**config.mk**
```make
export PLATFORM = sky130hd
export DESIGN_NAME = serial_divider_mc
export DESIGN_NICKNAME = d
export VERILOG_FILES = /design/src/rtl/serial_divider_pkg.sv /design/src/rtl/serial_divider_core.sv /design/src/rtl/serial_divider_mc.sv
export SDC_FILE = /design/constraint.sdc
export NUM_CORES = 1
export LEC_CHECK = 0
export CORE_ASPECT_RATIO = 1.1
export CORE_MARGIN = 1.5
export CORE_UTILIZATION = 30
export CTS_CLUSTER_SIZE = 30
export DETAILED_ROUTE_END_ITERATION = 10
export GPL_TIMING_DRIVEN = 1
export PLACE_DENSITY = 0.61
export SETUP_SLACK_MARGIN = 0.1
export SLEW_MARGIN = 20
export SYNTH_ARGS = -nofsm -noshare
export SYNTH_HDL_FRONTEND = slang
export SYNTH_HIERARCHICAL = 1
export SYNTH_SLANG_ARGS = --single-unit
```
**constraint.sdc**
```tcl
create_clock -name clk_i -period 6.4 [get_ports clk_i]
set_clock_uncertainty 0.2 [all_clocks]
set_input_delay 1.6 -clock clk_i [delete_from_list [all_inputs] [get_ports clk_i]]
set_output_delay 1.6 -clock clk_i [all_outputs]
set_load 0.02 [all_outputs]
```
**src/rtl/serial_divider_pkg.sv**
```systemverilog
// ============================================================================
// Module   : serial_divider_pkg
// Brief    : Shared FSM state encoding, register offsets and bit indices
//            for the serial divider.
// Revision : 1.0 - initial release
// ============================================================================
`default_nettype none

package serial_divider_pkg;

    typedef enum logic [1:0] {
        S_IDLE = 2'd0,
        S_PREP = 2'd1,
        S_CALC = 2'd2,
        S_FIX  = 2'd3
    } div_state_t;

    // Word index taken from byte-address bits [4:2]
    localparam logic [2:0] c_reg_dividend  = 3'd0;
    localparam logic [2:0] c_reg_divisor   = 3'd1;
    localparam logic [2:0] c_reg_ctrl      = 3'd2;
    localparam logic [2:0] c_reg_status    = 3'd3;
    localparam logic [2:0] c_reg_quotient  = 3'd4;
    localparam logic [2:0] c_reg_remainder = 3'd5;

    localparam int c_ctrl_start  = 0;
    localparam int c_ctrl_signed = 1;
    localparam int c_ctrl_irq_en = 2;

    localparam int c_stat_busy = 0;
    localparam int c_stat_done = 1;
    localparam int c_stat_dbz  = 2;

endpackage

`default_nettype wire

```
**src/rtl/serial_divider_core.sv**
```systemverilog
// ============================================================================
// Module   : serial_divider_core
// Brief    : Restoring shift-subtract divider FSM, one quotient bit per cycle.
//            Signed operation is built only with SERIAL_DIVIDER_SIGNED_EN.
// Revision : 1.0 - initial release
// ============================================================================
`default_nettype none

module serial_divider_core #(
    parameter int XLEN = 32
) (
    input  logic            clk,
    input  logic            rst_n,
    input  logic            i_start,
    input  logic            i_signed,
    input  logic [XLEN-1:0] i_dividend,
    input  logic [XLEN-1:0] i_divisor,
    output logic            o_busy,
    output logic            o_fix,
    output logic            o_dbz,
    output logic [XLEN-1:0] o_quotient,
    output logic [XLEN-1:0] o_remainder
);
    import serial_divider_pkg::*;

    localparam int c_cw = $clog2(XLEN);

    div_state_t      r_state;
    logic [c_cw-1:0] r_cnt;
    logic [XLEN-1:0] r_quo;
    logic [XLEN-1:0] r_rem;
    logic [XLEN-1:0] r_dsr;
    logic            r_dbz;
    logic [XLEN-1:0] w_dvd_mag;
    logic [XLEN-1:0] w_dsr_mag;
    logic [XLEN:0]   w_shift;
    logic [XLEN:0]   w_diff;

    // Partial remainder stays below the divisor, so the top bit of the
    // difference is purely the borrow.
    assign w_shift = {r_rem, r_quo[XLEN-1]};
    assign w_diff  = w_shift - {1'b0, r_dsr};

`ifdef SERIAL_DIVIDER_SIGNED_EN
    logic r_neg_q;
    logic r_neg_r;
    logic w_neg_dvd;
    logic w_neg_dsr;

    assign w_neg_dvd   = i_signed & i_dividend[XLEN-1];
    assign w_neg_dsr   = i_signed & i_divisor[XLEN-1];
    assign w_dvd_mag   = w_neg_dvd ? -i_dividend : i_dividend;
    assign w_dsr_mag   = w_neg_dsr ? -i_divisor  : i_divisor;
    assign o_quotient  = r_dbz ? '1    : (r_neg_q ? -r_quo : r_quo);
    assign o_remainder = r_dbz ? r_rem : (r_neg_r ? -r_rem : r_rem);
`else
    logic w_unused_signed;

    assign w_unused_signed = i_signed;
    assign w_dvd_mag       = i_dividend;
    assign w_dsr_mag       = i_divisor;
    assign o_quotient      = r_dbz ? '1 : r_quo;
    assign o_remainder     = r_rem;
`endif

    assign o_busy = (r_state != S_IDLE);
    assign o_fix  = (r_state == S_FIX);
    assign o_dbz  = r_dbz;

    always_ff @(posedge clk or negedge rst_n) begin
        if (!rst_n) begin
            r_state <= S_IDLE;
            r_cnt   <= '0;
            r_quo   <= '0;
            r_rem   <= '0;
            r_dsr   <= '0;
            r_dbz   <= 1'b0;
`ifdef SERIAL_DIVIDER_SIGNED_EN
            r_neg_q <= 1'b0;
            r_neg_r <= 1'b0;
`endif
        end else begin
            case (r_state)
                S_IDLE: begin
                    if (i_start) r_state <= S_PREP;
                end
                S_PREP: begin
                    r_cnt <= c_cw'(XLEN - 1);
                    r_quo <= w_dvd_mag;
                    r_dsr <= w_dsr_mag;
`ifdef SERIAL_DIVIDER_SIGNED_EN
                    r_neg_q <= w_neg_dvd ^ w_neg_dsr;
                    r_neg_r <= w_neg_dvd;
`endif
                    // Divide-by-zero skips CALC; remainder reports the raw dividend
                    if (i_divisor == '0) begin
                        r_dbz   <= 1'b1;
                        r_rem   <= i_dividend;
                        r_state <= S_FIX;
                    end else begin
                        r_dbz   <= 1'b0;
                        r_rem   <= '0;
                        r_state <= S_CALC;
                    end
                end
                S_CALC: begin
                    if (w_diff[XLEN]) begin
                        r_rem <= w_shift[XLEN-1:0];
                        r_quo <= {r_quo[XLEN-2:0], 1'b0};
                    end else begin
                        r_rem <= w_diff[XLEN-1:0];
                        r_quo <= {r_quo[XLEN-2:0], 1'b1};
                    end
                    if (r_cnt == '0) r_state <= S_FIX;
                    else             r_cnt   <= r_cnt - 1'b1;
                end
                S_FIX: begin
                    r_state <= S_IDLE;
                end
                default: begin
                    r_state <= S_IDLE;
                end
            endcase
        end
    end

endmodule

`default_nettype wire

```
**src/rtl/serial_divider_mc.sv**
```systemverilog
// ============================================================================
// Module   : serial_divider_mc
// Brief    : Wishbone-classic register front end and logic-analyser tap for
//            the serial divider. Macro SERIAL_DIVIDER_SIGNED_EN enables CTRL.signed.
// Revision : 1.0 - initial release
// ============================================================================
`default_nettype none

module serial_divider_mc #(
    parameter int XLEN = 32,
    parameter int WBW  = 32
) (
    input  logic              clk_i,
    input  logic              reset_ni,
    input  logic              wbs_stb_i,
    input  logic              wbs_cyc_i,
    input  logic              wbs_we_i,
    input  logic [WBW/8-1:0]  wbs_sel_i,
    input  logic [WBW-1:0]    wbs_adr_i,
    input  logic [WBW-1:0]    wbs_dat_i,
    output logic [WBW-1:0]    wbs_dat_o,
    output logic              wbs_ack_o,
    output logic              start_o,
    output logic              fini_o,
    output logic              irq_o,
    output logic [4*XLEN-1:0] la_data_o
);
    import serial_divider_pkg::*;

    logic [XLEN-1:0] r_dividend;
    logic [XLEN-1:0] r_divisor;
    logic [XLEN-1:0] r_quotient;
    logic [XLEN-1:0] r_remainder;
    logic            r_irq_en;
    logic            r_done;
    logic            r_dbz;
    logic            w_signed;
    logic            w_req;
    logic            w_wr;
    logic            w_start;
    logic [2:0]      w_sel;
    logic [WBW-1:0]  w_rdata;
    logic            w_busy;
    logic            w_fix;
    logic            w_core_dbz;
    logic [XLEN-1:0] w_core_quo;
    logic [XLEN-1:0] w_core_rem;
    logic            w_unused;

    assign w_unused = ^{wbs_sel_i, wbs_adr_i[WBW-1:5], wbs_adr_i[1:0]};

    // Ack low in the request term keeps consecutive requests from acking back-to-back
    assign w_req   = wbs_stb_i & wbs_cyc_i & ~wbs_ack_o;
    assign w_wr    = w_req & wbs_we_i;
    assign w_sel   = wbs_adr_i[4:2];
    assign w_start = w_wr && (w_sel == c_reg_ctrl) && wbs_dat_i[c_ctrl_start] && !w_busy;

    assign irq_o     = r_done & r_irq_en;
    assign la_data_o = {r_dividend, r_divisor, r_quotient, r_remainder};

`ifdef SERIAL_DIVIDER_SIGNED_EN
    logic r_signed;

    always_ff @(posedge clk_i or negedge reset_ni) begin
        if (!reset_ni) begin
            r_signed <= 1'b0;
        end else if (w_wr && (w_sel == c_reg_ctrl) && !w_busy) begin
            r_signed <= wbs_dat_i[c_ctrl_signed];
        end
    end

    assign w_signed = r_signed;
`else
    assign w_signed = 1'b0;
`endif

    always_comb begin
        w_rdata = '0;
        case (w_sel)
            c_reg_dividend:  w_rdata[XLEN-1:0] = r_dividend;
            c_reg_divisor:   w_rdata[XLEN-1:0] = r_divisor;
            c_reg_ctrl: begin
                w_rdata[c_ctrl_signed] = w_signed;
                w_rdata[c_ctrl_irq_en] = r_irq_en;
            end
            c_reg_status: begin
                w_rdata[c_stat_busy] = w_busy;
                w_rdata[c_stat_done] = r_done;
                w_rdata[c_stat_dbz]  = r_dbz;
            end
            c_reg_quotient:  w_rdata[XLEN-1:0] = r_quotient;
            c_reg_remainder: w_rdata[XLEN-1:0] = r_remainder;
            default: ;
        endcase
    end

    always_ff @(posedge clk_i or negedge reset_ni) begin
        if (!reset_ni) begin
            wbs_ack_o   <= 1'b0;
            wbs_dat_o   <= '0;
            start_o     <= 1'b0;
            fini_o      <= 1'b0;
            r_dividend  <= '0;
            r_divisor   <= '0;
            r_quotient  <= '0;
            r_remainder <= '0;
            r_irq_en    <= 1'b0;
            r_done      <= 1'b0;
            r_dbz       <= 1'b0;
        end else begin
            wbs_ack_o <= w_req;
            wbs_dat_o <= (w_req && !wbs_we_i) ? w_rdata : '0;
            start_o   <= w_start;
            fini_o    <= w_fix;
            if (w_wr && !w_busy && (w_sel == c_reg_dividend)) r_dividend <= wbs_dat_i[XLEN-1:0];
            if (w_wr && !w_busy && (w_sel == c_reg_divisor))  r_divisor  <= wbs_dat_i[XLEN-1:0];
            if (w_wr && (w_sel == c_reg_ctrl)) r_irq_en <= wbs_dat_i[c_ctrl_irq_en];
            if (w_wr && (w_sel == c_reg_status)) begin
                if (wbs_dat_i[c_stat_done]) r_done <= 1'b0;
                if (wbs_dat_i[c_stat_dbz])  r_dbz  <= 1'b0;
            end
            if (w_start) begin
                r_done <= 1'b0;
                r_dbz  <= 1'b0;
            end
            // Placed last so a same-cycle W1C of done loses to the set
            if (w_fix) begin
                r_quotient  <= w_core_quo;
                r_remainder <= w_core_rem;
                r_done      <= 1'b1;
                r_dbz       <= w_core_dbz;
            end
        end
    end

    serial_divider_core #(
        .XLEN (XLEN)
    ) u_core (
        .clk         (clk_i),
        .rst_n       (reset_ni),
        .i_start     (w_start),
        .i_signed    (w_signed),
        .i_dividend  (r_dividend),
        .i_divisor   (r_divisor),
        .o_busy      (w_busy),
        .o_fix       (w_fix),
        .o_dbz       (w_core_dbz),
        .o_quotient  (w_core_quo),
        .o_remainder (w_core_rem)
    );

endmodule

`default_nettype wire

```
==> key figures <==
Layout
  – Nets: 1,572
  – Most frequent cells in the layout: 270 x dfrtp_1, 202 x clkdlybuf4s50_1, 138 x a21oi_1, 72 x nand2_1, 69 x inv_1
  – Layout Cells excl Fill: 2,071
  – Layout cells sized above 1: between 15 and 20%
  – Cell area after layout: between 15,000 and 20,000 µm²
  – Area Growth Syn to Fin: 25.23%
  – FILL cells: 4,429
  – Antenna Cells: 0
  – Commonest non-fill, non-tap cell in the layout: dfrtp_1

Routing
  – Routed len/inst: 20.35 µm
  – Antenna Nets Post-Route: 0
  – Routed WL: 42,150 µm
  – Routed via count: 10,620
  – Vias per cell: 5.127
  – Post-route DRC: 0
  – Drt pass-1 iters: 5
  – DRT iter0 DRCs: between 800 and 900

Global routing
  – Largest net degree at the start of global routing: 148
  – Remaining Overflow, GRT: 0
  – Initial antenna violation count: 0
  – First-pass GRT wire length: 65,980 µm
  – Total track usage: 17.38%
  – Vias in the first global route: 10,850

Job
  – Max-cap violations: 0

Setup path
  – Critical path buffers and inverters: 2
  – CP Data Arrival Time: 4.41 ns
  – WS Path Type: reg -> reg
  – Startpoint Class: flip-flop
  – Slowest CP cell: o41ai_2
  – CP top delay family: compound AO/OA/AOI/OAI gates
  – Crit Path Max Fanout: 37
  – Critical Path Max Stage Delay: 0.63 ns
  – Crit-path cells: inv_1 > ha_1 > fa_1 > nand2b_1 > a21oi_2 > o21ai_2 > o41ai_2 > a2111oi_2 > a221oi_4 > buf_4 > mux2i_1 > a22oi_1 > a21oi_1
  – WP data required: 6.69 ns
  – CP endpoint kind: flip-flop

Outcome
  – Outcome: finished clean

Clock network
  – CTS root buf: clkbuf_16
  – Clock latency on the worst-skew pair: 0.56 ns
  – CTS tree: yes
  – H-Tree Depth: 1
  – CTS Buffer Depth: 3
  – Cts repair resizes: 0
  – Post-cts hold buffer count: 0
  – CTS Buf Count: 30
  – Clk sink count: 270
  – Clock-pin slew on the worst setup and hold paths: 0.06 ns
  – Post-CTS Setup Repair Bufs: 0

Power
  – Power density over the cells: ~600 nW/µm²
  – Leak: 7.519 nW
  – Net switching power: 4.680 mW
  – P_int: a little under 6 mW
  – Logic pwr share: 55.9%
  – Net Sw Frac: ~44%
  – Power share of the sequential group: around 27%
  – Peak VDD IR: 0.3159 mV
  – Clk network pwr share: 16.8%

Timing
  – Max Slew Vio Count: 0
  – Setup violators final: 0
  – RSZ-0062 raised after global routing: no
  – Actual slew at the worst max-slew pin: 1.048 ns
  – Setup TNS: 0 ns
  – Minimum clock period: 4.115 ns
  – Final period util: 64.29%
  – Relative slew slack: 30.15%
  – F_max: about 0.24 GHz
  – Hold Vio Cnt, Final: 0

Min path
  – HP Class: reg -> reg

Synth
  – Syn Area/Cell: 10.90 µm²
  – Mapped Nets: 1,400
  – Syn. warnings: 6
  – Cell count after synthesis: 1,287
  – Syn Std Cell Area: 14,020 µm²

Floorplanning
  – Die W: approximately 210 µm
  – Core ar.: between 40,000 and 50,000 µm²
  – Std cell rows: 82
  – Height of the die: 229.7 µm
  – Die Area: 48,050 µm²
  – I/O pin total: about 240
  – Initial Utilization: 30.58%

Place
  – Post-DP HPWL: 29,140 µm
  – IO buf count: 203
  – GP Congestion: 0.8709
  – Area post-placement: around 17,000 µm²
  – DP Cell Count: 2,015
power by group through the flow:
stage	Clock [mW]	Sequential [mW]	Combinational, mW
after floorplan	0	3.03	3.91
after global placement	0	2.89	5.81
after detailed placement	0	2.92	5.87
after CTS	1.82	2.89	5.91
after global routing	1.89	2.97	6.47
final	1.78	2.88	5.90
worst paths after layout:
path                                         startpoint  slack, ns  depth (start not counted)                                  to
hold reg to reg                     wbs_ack_o$_DFF_PN0_       0.27                          1                 wbs_ack_o$_DFF_PN0_
hold / removal                      wbs_ack_o$_DFF_PN0_       0.27                          1                 wbs_ack_o$_DFF_PN0_
min in group asynchronous                      reset_ni       0.77                          1                   r_dbz$_DFFE_PN0P_
max in group asynchronous                      reset_ni       3.99                          2        u_core/r_dsr[23]$_DFFE_PN0P_
setup / recovery           u_core/r_quo[31]$_DFFE_PN0P_       2.29                         13  u_core/o_remainder[11]$_DFFE_PN0P_
setup reg to reg           u_core/r_quo[31]$_DFFE_PN0P_       2.29                         13  u_core/o_remainder[11]$_DFFE_PN0P_
layout make-up:
type,instances,area [µm²],share of cell area (%)
Timing Repair Buffer,221,2185,12.44
Clock buffer,43,890.9,5.073
Clock inverter,13,125.1,0.7126
Sequential cell,270,6756,38.48
Tap cell,588,735.7,4.190
Inverter,69,259.0,1.475
Multi-Input combinational cell,867,6608,37.63
layer usage:
metal  routed length [µm]  global-route usage [%]  up-vias
met2                20240                   29.11      243
met1                19390                   23.75     5369
met5                    0                       0        -
met4                  642                   3.759        0
li1                     -                       -     4962
met3                 1878                   2.513       43
registers in the layout (all words and copies together), names as in the netlist:
signal	count
fini_o	1
r_dbz	1
r_dividend	32
r_divisor	32
r_done	1
r_irq_en	1
r_quotient	32
r_remainder	32
start_o	1
u_core/o_dbz	1
u_core/o_remainder	32
u_core/r_cnt	5
u_core/r_dsr	32
u_core/r_quo	32
u_core/r_state	2
wbs_ack_o	1
wbs_dat_o	32
stage by stage:
step	util, %	power [mW]	hold WS, ns	setup WS (ns)
after detailed placement	36.03	8.785	0.2482	1.677
after CTS	38.25	10.62	0.2648	2.280
after global placement	36.03	8.707	0.2489	1.745
after global routing	38.29	11.34	0.3202	2.084
final	38.29	10.56	0.2652	2.285
after floorplan	-	6.946	0.2792	3.276
(Power assumes the default switching activity.)
